`src/rtl/rr_replay_log_decoder.sv`:
```
// Replay log decoder: splits packed log records (header + per-channel payload
// words) into per-channel transactions, lowest channel index first.
module rr_replay_log_decoder #(
  parameter int DATA_W    = 64,
  parameter int NCH       = 5,
  parameter int MAX_WORDS = 8,
  parameter logic [4*NCH-1:0] CH_WORDS = 20'h88211
) (
  input  logic                        clk,
  input  logic                        rst,
  input  logic                        in_valid,
  output logic                        in_ready,
  input  logic [DATA_W-1:0]           in_data,
  output logic [NCH-1:0]              out_valid,
  input  logic [NCH-1:0]              out_ready,
  output logic [MAX_WORDS*DATA_W-1:0] out_data,
  output logic [15:0]                 out_seq,
  output logic [31:0]                 rec_cnt,
  output logic                        seq_err,
  output logic                        hdr_err,
  output logic                        busy
);

  localparam int WC_W = (MAX_WORDS > 1) ? $clog2(MAX_WORDS) : 1;

  function automatic logic [DATA_W-1:0] rsv_mask();
    logic [DATA_W-1:0] m;
    m = '0;
    for (int i = 0; i < DATA_W; i++) m[i] = ((i >= NCH) && (i < 16)) || (i >= 32);
    return m;
  endfunction

  localparam logic [DATA_W-1:0] RSV_MASK = rsv_mask();

  function automatic logic [3:0] lowest(input logic [NCH-1:0] m);
    logic [3:0] r;
    r = '0;
    for (int i = NCH - 1; i >= 0; i--) if (m[i]) r = 4'(i);
    return r;
  endfunction

  typedef enum logic [1:0] {HDR, PAYLOAD, EMIT} state_t;

  state_t            state, state_nxt;
  logic [NCH-1:0]    mask;
  logic [NCH-1:0]    mask_left;
  logic [NCH-1:0]    cur_onehot;
  logic [3:0]        cur;
  logic [3:0]        len_cur;
  logic [WC_W-1:0]   wcnt;
  logic [DATA_W-1:0] buffer [MAX_WORDS];
  logic [15:0]       exp_seq;
  logic [NCH-1:0]    bitmap;
  logic [15:0]       seq;
  logic              hdr_ok;
  logic              last_word;
  logic              accept;

  assign bitmap     = in_data[NCH-1:0];
  assign seq        = in_data[31:16];
  assign hdr_ok     = (bitmap != '0) && ((in_data & RSV_MASK) == '0);
  assign cur_onehot = NCH'(1) << cur;
  assign mask_left  = mask & ~cur_onehot;
  assign len_cur    = CH_WORDS[4*cur +: 4];
  assign last_word  = (32'(wcnt) + 32'd1 == 32'(len_cur));
  assign accept     = |(out_ready & cur_onehot);

  always_ff @(posedge clk) begin
    if (rst) state <= HDR;
    else     state <= state_nxt;
  end

  always_comb begin
    state_nxt = state;
    in_ready  = 1'b0;
    out_valid = '0;
    busy      = 1'b1;
    case (state)
      HDR: begin
        in_ready = 1'b1;
        busy     = 1'b0;
        if (in_valid && hdr_ok) state_nxt = PAYLOAD;
      end
      PAYLOAD: begin
        in_ready = 1'b1;
        if (in_valid && last_word) state_nxt = EMIT;
      end
      EMIT: begin
        out_valid = cur_onehot;
        if (accept) state_nxt = (mask_left == '0) ? HDR : PAYLOAD;
      end
      default: state_nxt = HDR;
    endcase
  end

  always_ff @(posedge clk) begin
    if (rst) begin
      mask    <= '0;
      cur     <= '0;
      wcnt    <= '0;
      out_seq <= '0;
      exp_seq <= '0;
      rec_cnt <= '0;
      seq_err <= 1'b0;
      hdr_err <= 1'b0;
      for (int k = 0; k < MAX_WORDS; k++) buffer[k] <= '0;
    end else begin
      case (state)
        HDR: begin
          if (in_valid) begin
            if (!hdr_ok) begin
              hdr_err <= 1'b1;
            end else begin
              mask    <= bitmap;
              out_seq <= seq;
              if (seq != exp_seq) seq_err <= 1'b1;
              exp_seq <= seq + 16'd1;
              cur     <= lowest(bitmap);
              wcnt    <= '0;
              for (int k = 0; k < MAX_WORDS; k++) buffer[k] <= '0;
            end
          end
        end
        PAYLOAD: begin
          if (in_valid) begin
            buffer[wcnt] <= in_data;
            wcnt         <= wcnt + 1'b1;
          end
        end
        EMIT: begin
          if (accept) begin
            mask <= mask_left;
            if (mask_left != '0) begin
              cur  <= lowest(mask_left);
              wcnt <= '0;
              for (int k = 0; k < MAX_WORDS; k++) buffer[k] <= '0;
            end else begin
              rec_cnt <= rec_cnt + 32'd1;
            end
          end
        end
        default: ;
      endcase
    end
  end

  // Payload is only presented while a channel is being emitted.
  for (genvar k = 0; k < MAX_WORDS; k++) begin : g_out
    assign out_data[k*DATA_W +: DATA_W] = (state == EMIT) ? buffer[k] : '0;
  end

endmodule
```
`config.mk`:
```
export PLATFORM = sky130hd
export DESIGN_NAME = rr_replay_log_decoder
export DESIGN_NICKNAME = d
export VERILOG_FILES = /design/src/rtl/rr_replay_log_decoder.sv
export SDC_FILE = /design/constraint.sdc
export NUM_CORES = 1
export LEC_CHECK = 0
export ABC_AREA = 1
export CAP_MARGIN = 40
export CORE_AREA = 2 2 251 253
export DETAILED_ROUTE_END_ITERATION = 8
export DIE_AREA = 0 0 253 255
export DONT_BUFFER_PORTS = 1
export PLACE_DENSITY = 0.63
export SLEW_MARGIN = 20
export SYNTH_ARGS = -nofsm -noshare
export SYNTH_HDL_FRONTEND = slang
export SYNTH_SLANG_ARGS = --single-unit
```
`constraint.sdc`:
```
create_clock -name clk -period 3.2 [get_ports clk]
set_input_delay 0.64 -clock clk [delete_from_list [all_inputs] [get_ports clk]]
set_output_delay 0.64 -clock clk [all_outputs]
set_load 0.02 [all_outputs]
```
==> out/metrics.csv <==
metric;value;unit
final worst slack;0.167;ns
IO Count;641;
fin util;47.9;%
Multi-input gate area;6840;um2
Worst setup SP type;register;
Worst Setup End Kind;primary output;
sequential area share after synthesis;63.7;%
combinational share of power;3.9;%
Critical Path AT;2.39;ns
die area;64500;um2
Total GRT Usage;25.3;%
DIE HEIGHT;255;um
Net Switching;3.61;mW
critical path fanouts, max;174;
CTS tree;done;
# diodes;0;
Post-synth ARST share;0;%
slowest stage cell, crit path;nor2_1;
Root Buffer;clkbuf_16;
Final setup viols;0;
clock-pin slew on the worst setup and hold paths;0.06;ns
Mapped Area;26600;um2
hold path depth;1;
Final Critical Period;3.03;ns
number of synthesized flops with an enable pin;512;
Via Count;19393;
Synth area leaders;edfxtp_1, nor2_1, inv_1;
hpwl dp;60200;um
Rows;92;
final hold vios;0;
peak per-stage delay on the critical path;0.74;ns
Clock Skew;0.0200;ns
WP data required;2.56;ns
Crit Path Category;reg -> out;
first-pass GRT wire length;119000;um
CTS Buffer Depth;3;
Area Overhead vs Synth;11.8;%
Inst Count DP;3710;
CTS H-tree depth;2;
P_int;12.7;mW
Post-synth top cells;nor2_1, inv_1, edfxtp_1;
status;completed;
Vias/cell;5.07;
post-CTS resize count;0;
port bufs;0;
Yosys top cell by area;edfxtp_1;
# nets final;3050;
Synth top area share;57.7;%
top-count cell post-synth;nor2_1;
post-synthesis cell count;2994;
fill count;5877;
core area;62200;um2
Worst Max-Slew Pin Slew;0.909;ns
Design Power;16.3;mW
Clk pwr share;43.1;%
share of layout cells above drive strength 1;5.65;%
Mean Syn Cell Area;8.89;um2
gr ovfl total;0;
sequential cell area;17000;um2
post-CTS setup buffer count;0;
initial antenna violation count;1;
Worst R2R Path Depth;12;
DR pass1 iterations;5;
final worst path period share;94.8;%
Peak VDD IR;0.000501;V
sw frac;22.1;%
Slew Limit Fails;0;
Initial Utilization;42.8;%
PwrDens;548;nW/um2
dpl ws;0.193;ns
Syn Nets;3069;
hold buffers post-CTS;0;
CP cell instances;inv_1 > nand2_4 > buf_12 > nor2_1;
Fmax;330;MHz
Ys Warns;0;
Seq pwr share;53.0;%
RSZ-0062 raised after global routing;false;
post-synthesis cell type count;34;
detailed-route DRC error count;0;
leakage;12.7;nW
largest net degree at the start of global routing;180;
#FFs+latches synth;591;
Hold Path Class;in -> reg;
clock buffer count from CTS;61;
Worst slew margin;39.4;%
Total Routed Length;85600;um
Sink Count;591;
antenna viol nets, final;0;
Skew-Pair Late Insertion Delay;0.63;ns
Max-Cap Viols;0;
ys flop type;edfxtp_1;
drt first-iter violations;1987;
Die Span X;253;um
vias in the first global route;17649;
WL per Instance;22.4;um
Final Wtd Congestion;0.929;
non-filler instance count after layout;3824;
registers in the layout (all words and copies together), names as in the netlist:
| register | count |
|---|---|
| hdr_err | 1 |
| mask | 5 |
| exp_seq | 16 |
| seq_err | 1 |
| cur | 3 |
| out_seq | 16 |
| buffer | 512 |
| wcnt | 3 |
| rec_cnt | 32 |
| state | 2 |
final cells by class:
| cell class | instances | area share, % |
|---|---|---|
| multi-input cells | 1640 | 23.0 |
| well taps | 799 | 3.36 |
| flip-flops and latches | 591 | 56.9 |
| clock buffers | 90 | 5.74 |
| clock inverters | 23 | 0.811 |
| repair buffers | 59 | 2.34 |
| inverters | 622 | 7.84 |
critical path, delay by kind of cell, from the launching register on:
kind	cells	cell delay (ns)
buffers and inverters	2	0.32
and+or+nand+nor	2	0.84
DFF	1	0.35
power by group through the flow:
stage          combinational (mW)  sequential [mW]  clock [mW]
2_1_floorplan               0.313             8.80           0
3_3_place_gp                0.649             8.80           0
3_5_place_dp                0.647             8.81           0
4_1_cts                     0.651             8.65        7.10
5_1_grt                     0.688             8.67        7.41
6_report                    0.640             8.65        7.03
cell families (layout without fill, tap and decap cells):
family / Yosys count / after routing / share of synthesized area, %
xor gates and xnor gates: 44 / 44 / 1.45
adders and majority gates: 3 / 3 / 0.141
DFF: 591 / 591 / 63.7
AOI/OAI and AO/OA: 95 / 95 / 1.85
and+or+nand+nor: 1498 / 1498 / 21.8
buffers and inverters: 763 / 794 / 11.1
placed cells by master, fill, tap and decap left out, types with 2 or more instances in the layout:
cell and n:
a21oi_1 45, and3_1 2, buf_12 20, buf_4 38, bufinv_16 4, clkbuf_1 24, clkbuf_16 63, clkbuf_8 3
clkinv_1 25, clkinv_2 7, clkinvlp_4 2, dfxtp_1 79, edfxtp_1 512, ha_1 3, inv_1 602, inv_2 2
nand2_1 184, nand2_2 3, nand2_4 17, nand3_1 44, nand4_1 14, nor2_1 1201, nor2_2 5, nor3_1 20
nor3b_1 2, nor4_1 2, o21ai_0 38, o21ai_1 5, o21bai_1 3, xnor2_1 20, xor2_1 24
per-layer routing:
layer  global-route usage [%]  vias up  share of wire (%)
li1                         -     8998                  -
met1                     31.7     9296                 38
met5                        0        -                  0
met4                     8.44        0                3.3
met3                     6.63      144                9.5
met2                     42.8      955                 49
worst paths after layout:
check | from | slack (ns) | end
hold reg to reg | exp_seq[0]$_SDFFE_PP0P_ | 0.48 | exp_seq[0]$_SDFFE_PP0P_
hold / removal | rst | 0.08 | rec_cnt[11]$_SDFFE_PP0P_
setup reg to reg | cur[0]$_SDFFE_PP0P_ | 0.65 | buffer[1][13]$_SDFFCE_PN0P_
setup / recovery | state[0]$_SDFFE_PP0P_ | 0.17 | out_data[96]
per-stage QoR:
| stage | TNS, ns | hold WS (ns) | instance area (um2) |
|---|---|---|---|
| after floorplan | -80.48 | 0.452 | 26600 |
| after global placement | -3.77 | 0.460 | 27800 |
| after detailed placement | 0 | 0.463 | 27800 |
| after CTS | 0 | 0.0518 | 29800 |
| after global routing | 0 | 0.0470 | 29800 |
| final | 0 | 0.0834 | 29800 |
Note: power is estimated with default switching activity, not from simulation.
